==> src/rtl/enemy_spawn_scheduler.sv <==
// enemy_spawn_scheduler: launches, places and retires a pool of falling
// enemy-car sprites; counts dodged enemies and freezes play on collision.
// Ports:
//   logic_clk, reset (sync, active-high), start (pulse), collision (level)
//   pos_y    : packed 10-bit y per unit (slot i = [10i+9:10i])
//   enemy_en : per-unit enable
//   enemy_x  : packed 10-bit x offset per unit
//   score    : dodged count, saturating
//   game_over: high in FREEZE
//   running  : high in RUN
module enemy_spawn_scheduler #(
  parameter int unsigned N_ENEMY   = 3,
  parameter logic [9:0]  LANE0_X   = 10'd160,
  parameter logic [9:0]  LANE_W    = 10'd80,
  parameter logic [15:0] SPAWN_GAP = 16'd90,
  parameter logic [9:0]  Y_EXIT    = 10'd600
) (
  input  logic                   logic_clk,
  input  logic                   reset,
  input  logic                   start,
  input  logic                   collision,
  input  logic [10*N_ENEMY-1:0]  pos_y,
  output logic [N_ENEMY-1:0]     enemy_en,
  output logic [10*N_ENEMY-1:0]  enemy_x,
  output logic [15:0]            score,
  output logic                   game_over,
  output logic                   running
);

  typedef enum logic [1:0] {
    S_IDLE   = 2'd0,
    S_RUN    = 2'd1,
    S_FREEZE = 2'd2
  } state_t;

  state_t                 r_state;
  logic [N_ENEMY-1:0]     r_en;
  logic [10*N_ENEMY-1:0]  r_x;
  logic [15:0]            r_score;
  logic [15:0]            r_gap;
  logic [7:0]             r_lfsr;
  logic [1:0]             r_last_lane;

  state_t                 w_state_nxt;
  logic [N_ENEMY-1:0]     w_en_nxt;
  logic [10*N_ENEMY-1:0]  w_x_nxt;
  logic [15:0]            w_score_nxt;
  logic [15:0]            w_gap_nxt;
  logic [7:0]             w_lfsr_nxt;
  logic [1:0]             w_last_nxt;

  logic [N_ENEMY-1:0]     w_retire;
  logic [3:0]             w_ret_cnt;
  logic [16:0]            w_score_sum;
  logic [15:0]            w_score_sat;
  logic [N_ENEMY-1:0]     w_spawn_mask;
  logic                   w_found;
  logic [1:0]             w_lane_raw;
  logic [1:0]             w_lane;
  logic [9:0]             w_lane_x;
  logic                   w_fb;

  // Retire detection and per-cycle retire count
  always_comb begin
    w_retire  = '0;
    w_ret_cnt = '0;
    for (int i = 0; i < int'(N_ENEMY); i++) begin
      w_retire[i] = r_en[i] && (pos_y[10*i +: 10] == Y_EXIT);
      w_ret_cnt   = w_ret_cnt + 4'(w_retire[i]);
    end
  end

  assign w_score_sum = {1'b0, r_score} + {13'b0, w_ret_cnt};
  assign w_score_sat = w_score_sum[16] ? 16'hFFFF
                                       : w_score_sum[15:0];

  // Lowest free slot; a retiring slot is still enabled, so it
  // can never be picked in the same cycle it leaves.
  always_comb begin
    w_spawn_mask = '0;
    w_found      = 1'b0;
    for (int i = 0; i < int'(N_ENEMY); i++) begin
      if (!r_en[i] && !w_found) begin
        w_spawn_mask[i] = 1'b1;
        w_found         = 1'b1;
      end
    end
  end

  // Never reuse the previous lane twice in a row
  assign w_lane_raw = r_lfsr[1:0];
  assign w_lane     = (w_lane_raw == r_last_lane) ? w_lane_raw + 2'd1
                                                  : w_lane_raw;
  assign w_lane_x   = LANE0_X + ({8'b0, w_lane} * LANE_W);

  // Taps 8,6,5,4 map to bits 7,5,4,3
  assign w_fb = r_lfsr[7] ^ r_lfsr[5] ^ r_lfsr[4] ^ r_lfsr[3];

  always_comb begin
    w_state_nxt = r_state;
    w_en_nxt    = r_en;
    w_x_nxt     = r_x;
    w_score_nxt = r_score;
    w_gap_nxt   = r_gap;
    w_lfsr_nxt  = r_lfsr;
    w_last_nxt  = r_last_lane;
    unique case (r_state)
      S_IDLE: begin
        if (start) w_state_nxt = S_RUN;
      end
      S_RUN: begin
        // Collision wins: the whole cycle's updates are discarded
        if (collision) begin
          w_state_nxt = S_FREEZE;
        end else begin
          w_en_nxt    = r_en & ~w_retire;
          w_score_nxt = w_score_sat;
          w_lfsr_nxt  = {r_lfsr[6:0], w_fb};
          if (r_gap == 16'd0) begin
            w_gap_nxt = SPAWN_GAP - 16'd1;
            if (w_found) begin
              w_en_nxt   = w_en_nxt | w_spawn_mask;
              w_last_nxt = w_lane;
              for (int i = 0; i < int'(N_ENEMY); i++) begin
                if (w_spawn_mask[i]) w_x_nxt[10*i +: 10] = w_lane_x;
              end
            end
          end else begin
            w_gap_nxt = r_gap - 16'd1;
          end
        end
      end
      S_FREEZE: begin
        w_state_nxt = S_FREEZE;
      end
      default: begin
        w_state_nxt = S_IDLE;
      end
    endcase
  end

  always_ff @(posedge logic_clk) begin
    if (reset) begin
      r_state     <= S_IDLE;
      r_en        <= '0;
      r_x         <= {N_ENEMY{LANE0_X}};
      r_score     <= '0;
      r_gap       <= SPAWN_GAP - 16'd1;
      r_lfsr      <= 8'hA5;
      r_last_lane <= 2'd0;
    end else begin
      r_state     <= w_state_nxt;
      r_en        <= w_en_nxt;
      r_x         <= w_x_nxt;
      r_score     <= w_score_nxt;
      r_gap       <= w_gap_nxt;
      r_lfsr      <= w_lfsr_nxt;
      r_last_lane <= w_last_nxt;
    end
  end

  assign enemy_en  = r_en;
  assign enemy_x   = r_x;
  assign score     = r_score;
  assign game_over = (r_state == S_FREEZE);
  assign running   = (r_state == S_RUN);

endmodule
==> config.mk <==
export PLATFORM = sky130hd
export DESIGN_NAME = enemy_spawn_scheduler
export DESIGN_NICKNAME = d
export VERILOG_FILES = /design/src/rtl/enemy_spawn_scheduler.sv
export SDC_FILE = /design/constraint.sdc
export NUM_CORES = 1
export LEC_CHECK = 0
export CAP_MARGIN = 20
export CORE_UTILIZATION = 49
export CTS_CLUSTER_SIZE = 20
export DETAILED_ROUTE_END_ITERATION = 8
export GPL_TIMING_DRIVEN = 0
export PLACE_DENSITY = 0.81
export SLEW_MARGIN = 20
export SYNTH_ARGS = -nofsm -noshare
export SYNTH_HDL_FRONTEND = slang
export SYNTH_SLANG_ARGS = --single-unit
==> constraint.sdc <==
create_clock -name logic_clk -period 3.7 [get_ports logic_clk]
set_clock_uncertainty 0.05 [all_clocks]
set_input_delay 0.555 -clock logic_clk [delete_from_list [all_inputs] [get_ports logic_clk]]
set_output_delay 0.555 -clock logic_clk [all_outputs]
set_load 0.05 [all_outputs]
==> metrics.cfg <==
[cells_and_area]
instances_no_fill = 524
fin_area_um2 = 4250
multi_input_area_um2 = 1810
fin_nets = 488
fillCellCount = 498
seqCellArea_um2 = 1240
antenna_cells = 0
drive_gt1_share_pct = 11.4
syn_to_final_growth_pct = 34.0

[power_and_ir_drop]
p_per_area_nw_per_um2 = 411
peakVddDrop_mv = 0.252
p_sw_share_pct = 31.0
power_frac_seq_pct = 42.7
p_sw_w = 0.000541
power_frac_comb_pct = 23.6
clkPwrFrac_pct = 33.7
cellLeakagePower_nw = 1.57
internal-power_w = 0.00120

[global_route]
grt_first_pass_wirelength_mm = 12.5
track_usage_pct = 24.6
grt_pass1_vias = 2675
antenna_found_initial = 0
grt_overflow = 0
grt_max_degree = 11

[worst_setup_path]
critPathLaunch = pos_y[3]
cp.required_ns = 3.85
crit_fanout = 4
crit_top_cell = buf_4
cp-end-kind = flip-flop
start_kind = primary input
worst_path_max_delay_cell = fa_1
r2r_cells = 12
cp_cell_sequence = clkdlybuf4s50_1 > nor4bb_2 > nand4_1 > nor4b_4 > fa_1 > ha_1 > fa_2 > nand4b_1 > buf_4 > buf_4 > nor3_1 > xnor2_1 > o21ai_0
cpPeakStageDelay_ns = 0.48
critPathArrivalTime_ns = 3.65
criticalPathCategory = primary input to flip-flop
reg2reg_to = score[10]
r2r-start = enemy_en[0]
r2r_slack_ns = 0.38

[cts]
clkLatencyLatePin_ns = 0.33
h-tree-depth = 3
holdBufCountCts = 0
clock_path_buffers = 2
cts_root_buffer = clkbuf_8
cts_tree = done
cts.sinks = 62
cts_buffers = 9
cts.clk_slew.worst_paths_ns = 0.07

[yosys]
netlist_area_um2 = 3170
netlist_instances = 349
ys_warn_count = 0
ys.flop_type = dfxtp_1
syn_area_per_cell_um2 = 9.08
ys_seq_area_share_pct = 39.1
synth_edf_count = 0
synth_cell_type_count = 53
async_flop_share_pct = 0
ys_ff_latch = 62

[hold_path]
min_path_cells = 2
hold_path_startpoint = enemy_x[4]
hold_end = enemy_x[4]
hold_class = flip-flop to flip-flop

[timing]
fin_crit_ns = 3.50
tns_ns = 0
fmax_ghz = 0.286
max_slew_margin_pct = 56.1
period_share_pct = 94.5
hold_viol = 0
finalSetupViolations = 0
rsz0062_at_grt = no
drv_slew = 0
worst_slew_pin_slew_ns = 0.657

[placed_design]
port_buffers = 68
placed_area_um2 = 4000
place_congestion = 0.811
dp.cells = 506
dp_hpwl_mm = 5.46

[route]
viasPerCell = 5.42
ant_nets = 0
dr.pass1.iters = 5
first_iter_violations = 129
num_vias = 2841
wirelength_mm = 7.60
drc = 0
wire_per_inst_um = 14.5

[floorplanning]
initial_core_util_pct = 52.0
fp.dieArea_um2 = 6800
pin_count = 85
row_count = 28
core_um2 = 6100
fp.dieW_um = 82.4
die_h_um = 82.4

[run_status]
status = finished, final reports clean

[job]
max_cap_violations = 0

through the flow:
stage	utilization [%]	total power [W]	worst slack [ns]	hold WS (ns)
final	69.7	0.00175	0.202	0.410
after CTS	69.0	0.00175	0.00190	0.412
after detailed placement	65.6	0.00117	-0.609	0.401
after global routing	69.7	0.00184	0.00280	0.430
after floorplan	-	0.00105	0.314	0.382
after global placement	65.6	0.00115	-0.606	0.391
cell families (layout without fill, tap and decap cells):
kind of cell | Yosys count | count (layout) | synth area share (%)
buffers and inverters | 36 | 122 | 6.31
and+or+nand+nor | 152 | 152 | 28.2
xor gates and xnor gates | 24 | 24 | 6.63
muxes | 22 | 22 | 6.95
adders and majority gates | 10 | 10 | 4.42
DFF | 62 | 62 | 39.1
other | 1 | 15 | 0.118
AOI/OAI and AO/OA | 42 | 42 | 8.25
Yosys cell counts (2+ instances only):
cell / count / share of area, %
nand4_1: 12 / 2.4
or3_1: 2 / 0.39
nor3_2: 2 / 0.63
nand2_1: 41 / 4.9
xor2_1: 13 / 3.6
and2_1: 2 / 0.39
nand4b_1: 3 / 0.83
nor2_1: 34 / 4.0
mux2i_1: 22 / 6.9
nor4bb_1: 4 / 1.3
clkbuf_1: 8 / 0.95
nor3_1: 7 / 1.1
nor4_4: 3 / 2.0
nor4_1: 5 / 0.99
o211ai_1: 3 / 0.71
nor2b_1: 7 / 1.4
a31oi_1: 2 / 0.39
nor4b_1: 3 / 0.83
a211oi_1: 2 / 0.47
ha_1: 8 / 3.2
buf_4: 15 / 3.6
nand3b_1: 2 / 0.47
dfxtp_1: 62 / 39
inv_1: 10 / 1.2
o21ai_0: 11 / 1.7
fa_1: 2 / 1.3
xnor2_1: 11 / 3.0
nand3_1: 13 / 2.1
a21oi_1: 16 / 2.5
repair_timing:
item                       in CTS  in global routing
pin swaps                       0                  1
resized for setup               1                  4
setup endpoints to repair      13                 13
buffers inserted                0                  2
critical path, delay by kind of cell:
family / cells / cell delay (ns)
XOR/XNOR: 1 / 0.13
buffers and inverters: 3 / 0.70
AO/OA/AOI/OAI: 1 / 0.08
AND/OR/NAND/NOR: 5 / 1.10
adder cells (fa/ha/maj): 3 / 1.08
sequential cells by signal, indices dropped and copies added, names as in the netlist:
name	cells
r_lfsr	8
score	16
enemy_x	15
enemy_en	3
r_gap	16
r_last_lane	2
r_state	2
worst max path at each step:
| stage | to | slack, ns | depth (start not counted) |
|---|---|---|---|
| 2_1_floorplan | score[10] | 0.31 | 10 |
| 4_1_cts | score[9] | 0.002 | 11 |
| 6_report | score[10] | 0.20 | 13 |
| 3_3_place_gp | score[10] | -0.61 | 11 |
| 5_1_grt | score[9] | 0.003 | 11 |
| 3_5_place_dp | score[7] | -0.61 | 11 |
layer usage:
| metal | vias up | GRT usage, % | share of wire, % | routed length, µm |
|---|---|---|---|---|
| met1 | 1341 | 29.5 | 42 | 3230 |
| met5 | - | 0 | 0 | 0 |
| met3 | 12 | 4.73 | 6.7 | 507 |
| li1 | 1394 | - | - | - |
| met4 | 0 | 10.9 | 1.5 | 116 |
| met2 | 94 | 42.4 | 49 | 3750 |
power by group through the flow:
stage	Combinational, W	Clock, W	Sequential [W]
after floorplan	0.000279	0	0.000769
after global placement	0.000395	0	0.000757
after detailed placement	0.000409	0	0.000759
after CTS	0.000411	0.000594	0.000744
after global routing	0.000455	0.000637	0.000750
final	0.000411	0.000588	0.000746
placed cells by master, fill, tap and decap left out, types with 2 or more instances in the layout:
master,count
ha_1,8
nor2b_1,7
buf_4,17
clkbuf_1,8
a31oi_1,2
or3_1,2
nor4b_4,2
o211ai_1,3
nand2_1,41
a211oi_1,2
nand4b_1,3
nor4b_2,2
nor3_2,2
conb_1,15
nor2_1,34
xor2_1,13
and2_1,2
dfxtp_1,62
a21oi_1,16
nor4_4,3
clkdlybuf4s50_1,68
nor4bb_1,3
inv_1,10
o21ai_0,11
mux2i_1,22
clkbuf_8,14
xnor2_1,11
nor4_1,5
nand3b_1,2
nand3_1,13
nor3_1,7
nand4_1,12
area by class of cell:
class                      instances  share of cell area (%)
timing repair buffer              70                    16.4
clock inverter                     2                   0.295
multi-input combinational        265                    42.7
inverter                          10                   0.884
buffer                            26                    3.83
sequential                        62                    29.2
tap                               75                    2.21
clock buffer                      14                    4.54
(Power assumes the default switching activity.)
